<file path="src/rtl/inst_queue.sv">
// Circular instruction buffer between fetch and decode/issue.
// Fetch pushes one word per cycle and decode pops one per cycle, each side
// using a valid/ready handshake. Reads are first-word fall-through: the head
// word is presented combinationally. A flush empties the queue on a
// branch mispredict.
module inst_queue #(
  parameter int DATA_WIDTH = 32,
  parameter int ADDR_WIDTH = 4
) (
  input  logic                  clk,
  input  logic                  rst,
  input  logic                  flush,
  input  logic                  in_valid,
  input  logic [DATA_WIDTH-1:0] in_data,
  output logic                  in_ready,
  output logic                  out_valid,
  output logic [DATA_WIDTH-1:0] out_data,
  input  logic                  out_ready,
  output logic [ADDR_WIDTH:0]   count
);

  localparam int DEPTH = 1 << ADDR_WIDTH;

  // Storage holds only data and is never reset; occupancy comes from the pointers.
  logic [DATA_WIDTH-1:0] mem [DEPTH];

  // Each pointer has one extra wrap bit, so full and empty can be told apart
  // when the index bits are equal.
  logic [ADDR_WIDTH:0]   wr_ptr;
  logic [ADDR_WIDTH:0]   rd_ptr;
  logic [ADDR_WIDTH-1:0] wr_idx;
  logic [ADDR_WIDTH-1:0] rd_idx;
  logic                  full;
  logic                  empty;
  logic                  push;
  logic                  pop;

  // Increment modulo 2**(ADDR_WIDTH+1). Carrying out of the index bits
  // toggles the wrap bit.
  function automatic logic [ADDR_WIDTH:0] ptr_inc(input logic [ADDR_WIDTH:0] p);
    return p + 1'b1;
  endfunction

  assign wr_idx = wr_ptr[ADDR_WIDTH-1:0];
  assign rd_idx = rd_ptr[ADDR_WIDTH-1:0];

  // Status signals depend only on the registered pointers.
  always_comb begin
    empty     = (wr_ptr == rd_ptr);
    full      = (wr_idx == rd_idx) && (wr_ptr[ADDR_WIDTH] != rd_ptr[ADDR_WIDTH]);
    in_ready  = !full;
    out_valid = !empty;
    count     = wr_ptr - rd_ptr;
    push      = in_valid && !full;
    pop       = out_ready && !empty;
  end

  // The head word falls through with no bypass. Its value is meaningless
  // while the queue is empty.
  assign out_data = mem[rd_idx];

  // Write the array on an accepted push. A flush in the same cycle drops the word.
  always_ff @(posedge clk) begin
    if (push && !flush) begin
      mem[wr_idx] <= in_data;
    end
  end

  // Pointer update. Reset is asynchronous. A flush takes priority over any
  // push or pop in the same cycle.
  always_ff @(posedge clk or posedge rst) begin
    if (rst) begin
      wr_ptr <= '0;
      rd_ptr <= '0;
    end else if (flush) begin
      wr_ptr <= '0;
      rd_ptr <= '0;
    end else begin
      if (push) wr_ptr <= ptr_inc(wr_ptr);
      if (pop)  rd_ptr <= ptr_inc(rd_ptr);
    end
  end

endmodule

</file>
<file path="config.mk">
export PLATFORM = sky130hd
export DESIGN_NAME = inst_queue
export DESIGN_NICKNAME = d
export VERILOG_FILES = /design/src/rtl/inst_queue.sv
export SDC_FILE = /design/constraint.sdc
export NUM_CORES = 1
export LEC_CHECK = 0
export BUFFER_PORTS_ARGS = -buffer_cell sky130_fd_sc_hd__buf_4
export CAP_MARGIN = 10
export CELL_PAD_IN_SITES_DETAIL_PLACEMENT = 1
export CELL_PAD_IN_SITES_GLOBAL_PLACEMENT = 2
export CORE_UTILIZATION = 53
export DETAILED_ROUTE_END_ITERATION = 12
export PLACE_DENSITY = 0.83
export REMOVE_ABC_BUFFERS = 1
export SYNTH_ARGS = -nofsm -noshare
export SYNTH_HDL_FRONTEND = slang
export SYNTH_SLANG_ARGS = --single-unit
</file>
<file path="constraint.sdc">
create_clock -name clk -period 11.28 [get_ports clk]
set_input_delay 0.564 -clock clk [delete_from_list [all_inputs] [get_ports clk]]
set_output_delay 0.564 -clock clk [all_outputs]
set_load 0.01 [all_outputs]
</file>
==> flow_summary.toml, run 1 <==
[run_status]
outcome = "finished, final reports clean"

[final_layout]
final_cell_mix = "edfxtp_1 (512), mux4_2 (128), buf_4 (86)"
design_area_um2 = 22550
finalNetCount = 1028
drive_above_1_share = 0.3003
multi_input_area_um2 = 4078
nFillCells = 3013
insertedDiodeCount = 0
synthToLayoutAreaGrowth_pct = 13.43
final_common_cell = "edfxtp_1"
layout.area.seq_um2 = 15640

[yosys]
synth_cell_types = 30
synth_compound_area_frac = 0.02460
synthTopCellsByArea = "edfxtp_1 (77%), mux4_2 (14%), o22ai_1 (2.0%)"
syn_area_per_cell_um2 = 22.47
syn_area_um2 = 19880
synth-simple-area-share = 0.01611
synthCells = 885
synth_top_family_by_area = "multiplexers"
synthFlopType = "edfxtp_1"
synth-edff-count = 512
synthMuxAreaShare = 0.1460
synth-seq-area-share = 0.7858
synth_largest_area_cell = "edfxtp_1"
ys_seq_elements = 522
yosysWarnings = 0
synthArstFlopShare = 0.01916
synth_fa_ha_area_frac = 0.006670
synth_xor_area_frac = 0.005663
synth_top_area_share = 0.7732

[timing]
period_minus_slack_ps = 4310
setup_tns_ps = 0
hold_violations = 0
skew_ps = 15.09
rsz0062_at_grt = "false"
fmax_mhz = 232.0
tightest_slew_ps = 1198
slew_headroom = 0.1995
drv_slew = 0
setup_viol = 0
period_share = 0.3821

[route]
routed_wl_um = 41840
wl_per_cell_um = 28.13
final_antenna_net_count = 0
drc = 0
drt_iter0_drc = 643
drt_pass1_iterations = 5
route.vias.total = 9143
viasPerCell = 6.149

[clocking]
clock-sinks = 522
clk_pin_slew_worst_paths_ps = 60
cts_tree = "done"
clock_latency_ps = 570
cts.repair.resized = 0
clock-root-buffer = "clkbuf_16"
htree_levels = 2
cts_made_buffers = 51
clockBufferDepth = 3

[critical_path]
cp_max_fo = 68
crit_path_max_incr_delay_ps = 1080
crit_chain = "inv_1 -> ha_1 -> and4_2 -> a211oi_1 -> nand2_1 -> nor2_4 -> buf_4"
cp-end-kind = "flop"
cp.required_ps = 11520
critPathSlowestCell = "dfrtp_4"
cp.arrival_ps = 4550
critical_path_class = "reg -> reg"
startpoint_type = "flop"

[global_route]
grt_antenna_before_repair = 0
grt_pass1_wl_um = 62760
grt.overflow.total = 0
grt_pass1_vias = 10048
grt_max_degree = 132
track_usage = 0.2269

[die]
die_w_um = 195.7
coreArea_um2 = 36790
pin_count = 76
die_area_um2 = 38300
start_util = 0.5405
num_rows = 70
die_h_um = 195.7

[placement]
gp_congestion = 0.7026
portBuffers = 75
place_area_um2 = 21000
dp.final_hpwl_um = 23900

[flow_run]
max-cap-violations = 0

[hold_path]
hp-class = "in -> reg"

[pwr]
irDropWorstVdd_mv = 0.1290
leakage_uw = 0.006994
power_uw = 4123
p_per_area_nw_per_um2 = 182.8
sequential cells by signal, summed over array words and instances, names as in the netlist:
name,count
mem,512
rd_ptr,5
wr_ptr,5
cells in the mapped netlist, types with 7 or more instances:
library cell and count:
buf_2 22, buf_4 7, clkbuf_1 11, dfrtp_1 10, edfxtp_1 512, ha_1 9, inv_1 9, mux4_2 128
nand2_1 10, nor2_1 53, o22ai_1 64, xnor2_1 8
per-layer routing:
metal,up-vias,routed length (um),track usage
met5,-,0,0
met4,0,910,0.05845
met3,63,1752,0.03679
met2,229,21540,0.3893
met1,4933,17630,0.3071
li1,3918,-,-
path summary, 6_finish.rpt:
path / startpoint / to / slack, ps / cells after the start
worst max-delay path: rd_ptr[2] / mem[4][0] / 6970 / 7
worst min-delay path: flush / rd_ptr[4] / 270 / 2
worst max register to register: rd_ptr[2] / mem[4][0] / 6970 / 7
worst min register to register: wr_ptr[4] / wr_ptr[4] / 650 / 2
max in group asynchronous: rst / rd_ptr[2] / 10370 / 3
min in group asynchronous: rst / rd_ptr[4] / 560 / 3
per-stage QoR:
stage               worst slack [ps]  std cells  utilization  hold slack (ps)
finish                          6970       1487       0.6131            266.6
global route                    6580       1487       0.6131            254.9
CTS                             6845       1485       0.6120            242.3
detailed placement              6845       1393       0.5709            604.4
global placement                6927       1393       0.5709            604.2
floorplan                       3065        838            -            404.2
cells by family after synthesis:
| kind of cell | after synthesis |
|---|---|
| DFF | 522 |
| muxes | 130 |
| AOI/OAI and AO/OA | 78 |
| and+or+nand+nor | 77 |
| buffers and inverters | 56 |
| xor gates and xnor gates | 12 |
| adders and majority gates | 10 |
final cells by class:
class,instances,area share
clock buffer,63,0.05858
clock inverter,28,0.008155
inverter,9,0.001498
multi-input combinational,307,0.1808
sequential,522,0.6933
tap,468,0.02596
timing repair buffer,90,0.03173
repair_timing:
item | 4_1_cts | 5_1_grt
hold buffers | 1 | 0
endpoints found under the hold margin | 10 | 0
setup buffers | 0 | 0
where the power goes:
group	switching [uW]	internal, uW	total [uW]
sequential	25.9	2150	2170
combinational	190	206	396
clock	682	873	1560
total	898	3220	4120
worst max-delay path, delay by kind of cell, from the launching register on:
kind	cells	cell delay, ps
compound gates	1	490
fa+ha+maj	1	420
buf+inv	2	700
simple gates	3	1280
flops	1	1080
Note: power is estimated with default switching activity, not from simulation.
==> run 2: changes to the inputs <==
CORE_UTILIZATION = 44   (was 53)
PLACE_DENSITY = 0.74   (was 0.83)
clock period = 3.9 ns   (was 11.28 ns; I/O delays follow)
==> flow_summary.toml, run 2 (synthesized netlist as in run 1, its figures left out) <==
[clocking]
htree_levels = 2
clockBufferDepth = 3
clk_pin_slew_worst_paths_ps = 60
clock_latency_ps = 590
clock-root-buffer = "clkbuf_16"
cts_made_buffers = 52
cts_tree = "done"
post_cts_buffers = 0
clock-sinks = 522

[critical_path]
cp.arrival_ps = 3340
cp-end-kind = "primary output"
crit_path_max_incr_delay_ps = 640
cp_top_family = "buffers and inverters"
cp_num_buf_inv = 3
crit_chain = "buf_4 -> buf_6 -> mux4_2 -> o22ai_1 -> nor2_1 -> buf_4"
startpoint_type = "flop"
crit_top_cell = "buf_4"
critPathSlowestCell = "buf_4"
cp_max_fo = 38
cp.required_ps = 3700
critical_path_class = "reg -> out"

[die]
num_rows = 77
die_h_um = 214.6
pin_count = 76
die_w_um = 214.6
start_util = 0.4477
die_area_um2 = 46040
coreArea_um2 = 44410

[pwr]
irDropWorstVdd_mv = 0.3235
p_per_area_nw_per_um2 = 514.8
leakage_uw = 0.007255

[final_layout]
fin_cells = 1667
design_area_um2 = 23270
top_register = "mem"
insertedDiodeCount = 0
synthToLayoutAreaGrowth_pct = 17.04
finalNetCount = 1080
nFillCells = 3874
layout.area.seq_um2 = 15640
largest_reg_flops = 512
reg_top3 = "mem (512), rd_ptr (5), wr_ptr (5)"
final_cell_mix = "edfxtp_1 (512), mux4_2 (128), buf_4 (96)"
final_common_cell = "edfxtp_1"
multi_input_area_um2 = 4078
postLayoutCoreUtil = 0.5240
drive_above_1_share = 0.3042

[route]
routed_wl_um = 44810
final_antenna_net_count = 0
wl_per_cell_um = 26.88
drt_iter0_drc = 697
route.vias.total = 9434
drt_pass1_iterations = 5
drc = 0
viasPerCell = 5.659

[placement]
dp.final_hpwl_um = 23860
place_area_um2 = 21400
gp_congestion = 0.7043
dpl.cell_count = 1536
portBuffers = 75

[global_route]
track_usage = 0.1996
grt_max_degree = 132
grt_antenna_before_repair = 0
grt_pass1_vias = 10388
grt_pass1_wl_um = 66830
grt.overflow.total = 0

[timing]
tightest_slew_ps = 1077
drv_slew = 0
slew_headroom = 0.2793
rsz0062_at_grt = "false"
skew_ps = 11.45
period_share = 0.9055
setup_viol = 0
hold_violations = 0
fmax_mhz = 283.2
period_minus_slack_ps = 3532
setup_tns_ps = 0

[run_status]
outcome = "finished, final reports clean"

[hold_path]
hp-class = "in -> reg"

[flow_run]
max-cap-violations = 0
-- run 2: changes by cell type in the layout (fill, tap and decap cells not counted), sizes merged --
| cell | previous run | this run |
|---|---|---|
| clkinv | 23 | 27 |
| buf | 89 | 106 |
| dlygate4sd3 | 1 | 35 |
| bufinv | 2 | 0 |
| clkbuf | 63 | 65 |
| clkinvlp | 1 | 2 |
-- run 2: worst paths after layout --
kind / slack (ps) / end / start / cells after the start
worst min register to register: 650 / rd_ptr[4] / rd_ptr[4] / 2
max in group asynchronous: 3380 / rd_ptr[1] / rst / 3
worst min-delay path: 30 / rd_ptr[2] / out_ready / 4
worst max register to register: 780 / mem[7][25] / wr_ptr[2] / 6
worst max-delay path: 370 / out_data[3] / rd_ptr[0] / 6
min in group asynchronous: 180 / wr_ptr[1] / rst / 3
-- run 2: cell type report --
type	instances	area share
repair buffers	141	0.05425
well taps	592	0.03183
multi-input cells	307	0.1752
clock inverters	31	0.006452
clock buffers	65	0.05892
inverters	9	0.001452
flip-flops and latches	522	0.6719
-- run 2: worst min-delay path, delay by kind of cell --
family	cells	cell delay, ps
XOR/XNOR	1	70
AND/OR/NAND/NOR	1	70
buffers and inverters	1	130
AO/OA/AOI/OAI	1	100
-- run 2: metal layers --
| layer | vias to the layer above | part of all wire | global-route usage |
|---|---|---|---|
| met3 | 64 | 0.052 | 0.03319 |
| li1 | 4021 | - | - |
| met4 | 0 | 0.021 | 0.04881 |
| met2 | 278 | 0.48 | 0.3221 |
| met5 | - | 0 | 0 |
| met1 | 5071 | 0.44 | 0.2858 |
-- run 2: repair_timing --
| action | CTS | global route |
|---|---|---|
| hold endpoints to repair | 532 | 0 |
| endpoints found under the setup margin | 0 | 2 |
| gates resized for setup | 0 | 1 |
| hold buffers | 35 | 0 |
-- run 2: where the power goes --
part	internal (uW)	total [uW]	switching (uW)
clock	2480	4510	2030
combinational	623	1250	623
sequential	6210	6220	16.1
total	9310	12000	2670
-- run 2: through the flow --
stage               hold WS [ps]  setup WS (ps)  power, uW
floorplan                  35.18          -4315       7175
global placement           236.7          735.5       7569
detailed placement         239.8          707.6       7584
CTS                        11.31          17.68      12110
global route               64.96          142.5      12360
finish                     27.77          368.4      11980
==> run 3: changes to the inputs <==
ABC_AREA = 1   (was not set)
CORE_UTILIZATION = 37   (was 44)
PLACE_DENSITY = 0.75   (was 0.74)
==> flow_summary.toml, run 3 <==
[run_status]
outcome = "finished, final reports clean"

[clocking]
clk_pin_slew_worst_paths_ps = 60
post_cts_buffers = 0
clock_latency_ps = 630
holdBufCountCts = 36
cts.repair.resized = 0
cts_made_buffers = 58
cts_tree = "done"
clock-sinks = 522
clock-root-buffer = "clkbuf_16"
htree_levels = 2
clockBufferDepth = 3

[pwr]
internal_power_uw = 9767
irDropWorstVdd_mv = 0.3864
leakage_uw = 0.01177
power_uw = 13230
clkPwrFrac = 0.393
seq_power_share = 0.470
swShare = 0.2618
p_per_area_nw_per_um2 = 491.6
p_sw_uw = 3464
comb_power_share = 0.137

[global_route]
grt_pass1_vias = 16870
grt_pass1_wl_um = 98930
grt_antenna_before_repair = 2
grt.overflow.total = 0
track_usage = 0.2066
grt_max_degree = 210

[critical_path]
critical_path_class = "reg -> out"
cp.arrival_ps = 3410
ff2ff_setup_slack_ps = 960
cp.required_ps = 3700
startpoint_type = "flop"
cp_max_fo = 75
cp-end-kind = "primary output"

[yosys]
synth-seq-area-share = 0.6727
synth_xor_area_frac = 0.003394
synth-simple-area-share = 0.2098
syn_area_um2 = 23230
synth_compound_area_frac = 0.0009697
synth_cell_types = 24
synthTopCellsByArea = "edfxtp_1 (66%), nand2_1 (13%), inv_1 (7.9%)"
yosysWarnings = 0
ys_seq_elements = 522
synthMuxAreaShare = 0
synth_top_family_by_area = "simple AND/OR/NAND/NOR gates"
synth-edff-count = 512
syn_area_per_cell_um2 = 9.981
synthFlopType = "edfxtp_1"
synth_largest_area_cell = "edfxtp_1"
synthCells = 2327
synthArstFlopShare = 0.01916
synthTopCellsByCount = "nand2_1 (813), edfxtp_1 (512), inv_1 (491)"
synth.most_common_cell = "nand2_1"
synth_fa_ha_area_frac = 0.005710
synth_top_area_share = 0.6620

[final_layout]
fin_cells = 3320
finalNetCount = 2480
largest_reg_flops = 512
synthToLayoutAreaGrowth_pct = 15.87
drive_above_1_share = 0.08824
final_cell_mix = "nand2_1 (813), edfxtp_1 (512), inv_1 (490)"
top_register = "mem"
postLayoutCoreUtil = 0.4353
reg_top3 = "mem (512), rd_ptr (5), wr_ptr (5)"
final_common_cell = "nand2_1"

[placement]
portBuffers = 75
dp.final_hpwl_um = 33790
dpl.cell_count = 3174
gp_congestion = 0.7158

[die]
num_rows = 91
die_h_um = 252.5
coreArea_um2 = 61830
die_area_um2 = 63780
start_util = 0.3757
pin_count = 76
die_w_um = 252.5

[route]
drt_iter0_drc = 891
wl_per_cell_um = 19.46
routed_wl_um = 64620
drt_pass1_iterations = 5
viasPerCell = 4.768
drc = 0
final_antenna_net_count = 0
route.vias.total = 15830

[hold_path]
hp-class = "in -> async"

[timing]
tightest_slew_ps = 1125
period_share = 0.9256
drv_slew = 0
hold_violations = 0
slew_headroom = 0.2503
period_minus_slack_ps = 3610
fmax_mhz = 277.0
skew_ps = 25.01
rsz0062_at_grt = "false"
setup_viol = 0

[flow_run]
max-cap-violations = 0
==> run 3: cell types whose count changed after synthesis, moves of 4 or more <==
| cell | change |
|---|---|
| mux4_2 | -128 |
| nor3_1 | -4 |
| buf_4 | +10 |
| xor2_1 | +5 |
| buf_6 | +8 |
| nand3_1 | +335 |
| nand2_1 | +803 |
| buf_2 | +37 |
| inv_1 | +482 |
| xnor2_1 | -7 |
| o22ai_1 | -64 |
| nor2_1 | -28 |
==> run 3: worst paths after layout <==
kind,startpoint,end,cells past startpoint
worst min-delay path,rst,rd_ptr[0],3
max in group asynchronous,rst,rd_ptr[1],3
worst max-delay path,rd_ptr[1],out_data[16],7
min in group clk,out_ready,rd_ptr[2],4
worst min register to register,rd_ptr[3],rd_ptr[3],2
worst max register to register,wr_ptr[2],mem[11][28],7
==> run 3: cells by family (layout without fill, tap and decap cells) <==
| group | Yosys count | after routing |
|---|---|---|
| adder cells (fa/ha/maj) | 10 | 10 |
| AND/OR/NAND/NOR | 1181 | 1181 |
| buffers and inverters | 601 | 756 |
| XOR/XNOR | 9 | 9 |
| AO/OA/AOI/OAI | 4 | 4 |
| other | 0 | 1 |
| flip-flops | 522 | 522 |
==> run 3: cell type report <==
type | instances | area, um^2
clock buffers | 73 | 1508
flip-flops and latches | 522 | 15630
repair buffers | 151 | 1336
fillers | 6855 | 34910
diodes | 1 | 2.502
inverters | 496 | 1872
well taps | 837 | 1047
multi-input cells | 1204 | 5235
clock inverters | 36 | 277.8
==> run 3: metal layers <==
metal,global-route usage,vias up,share of wire
li1,-,7548,-
met1,0.2773,7974,0.46
met2,0.3521,224,0.49
met3,0.02585,82,0.032
met4,0.05489,2,0.020
met5,0,-,0.00026
==> run 3: worst max-delay path: stages, from the launching register on <==
cell,delay [ps]
dfrtp_4,420
buf_4,640
buf_4,910
nand3_1,200
nand3_1,150
nand3_1,90
nand2_1,150
buf_4,140
==> run 3: power by group through the flow <==
stage                     clock [uW]  combinational [uW]  sequential (uW)
final                           5200                1810             6220
after global routing            5500                2030             6220
after CTS                       5320                1850             6220
after detailed placement           0                1810             6340
after global placement             0                1790             6340
after floorplan                    0                1020             6470
==> run 3: per-stage QoR <==
step | cell area [um^2] | setup TNS [ps] | setup WS, ps | hold slack, ps
after floorplan | 22600 | -1840060 | -3689 | 35.18
after global placement | 24760 | 0 | 920.4 | 227.7
after detailed placement | 24760 | 0 | 911.5 | 235.8
after CTS | 26910 | 0 | 214.0 | 118.8
after global routing | 26910 | 0 | 105.4 | 167.8
final | 26910 | 0 | 290.1 | 136.1
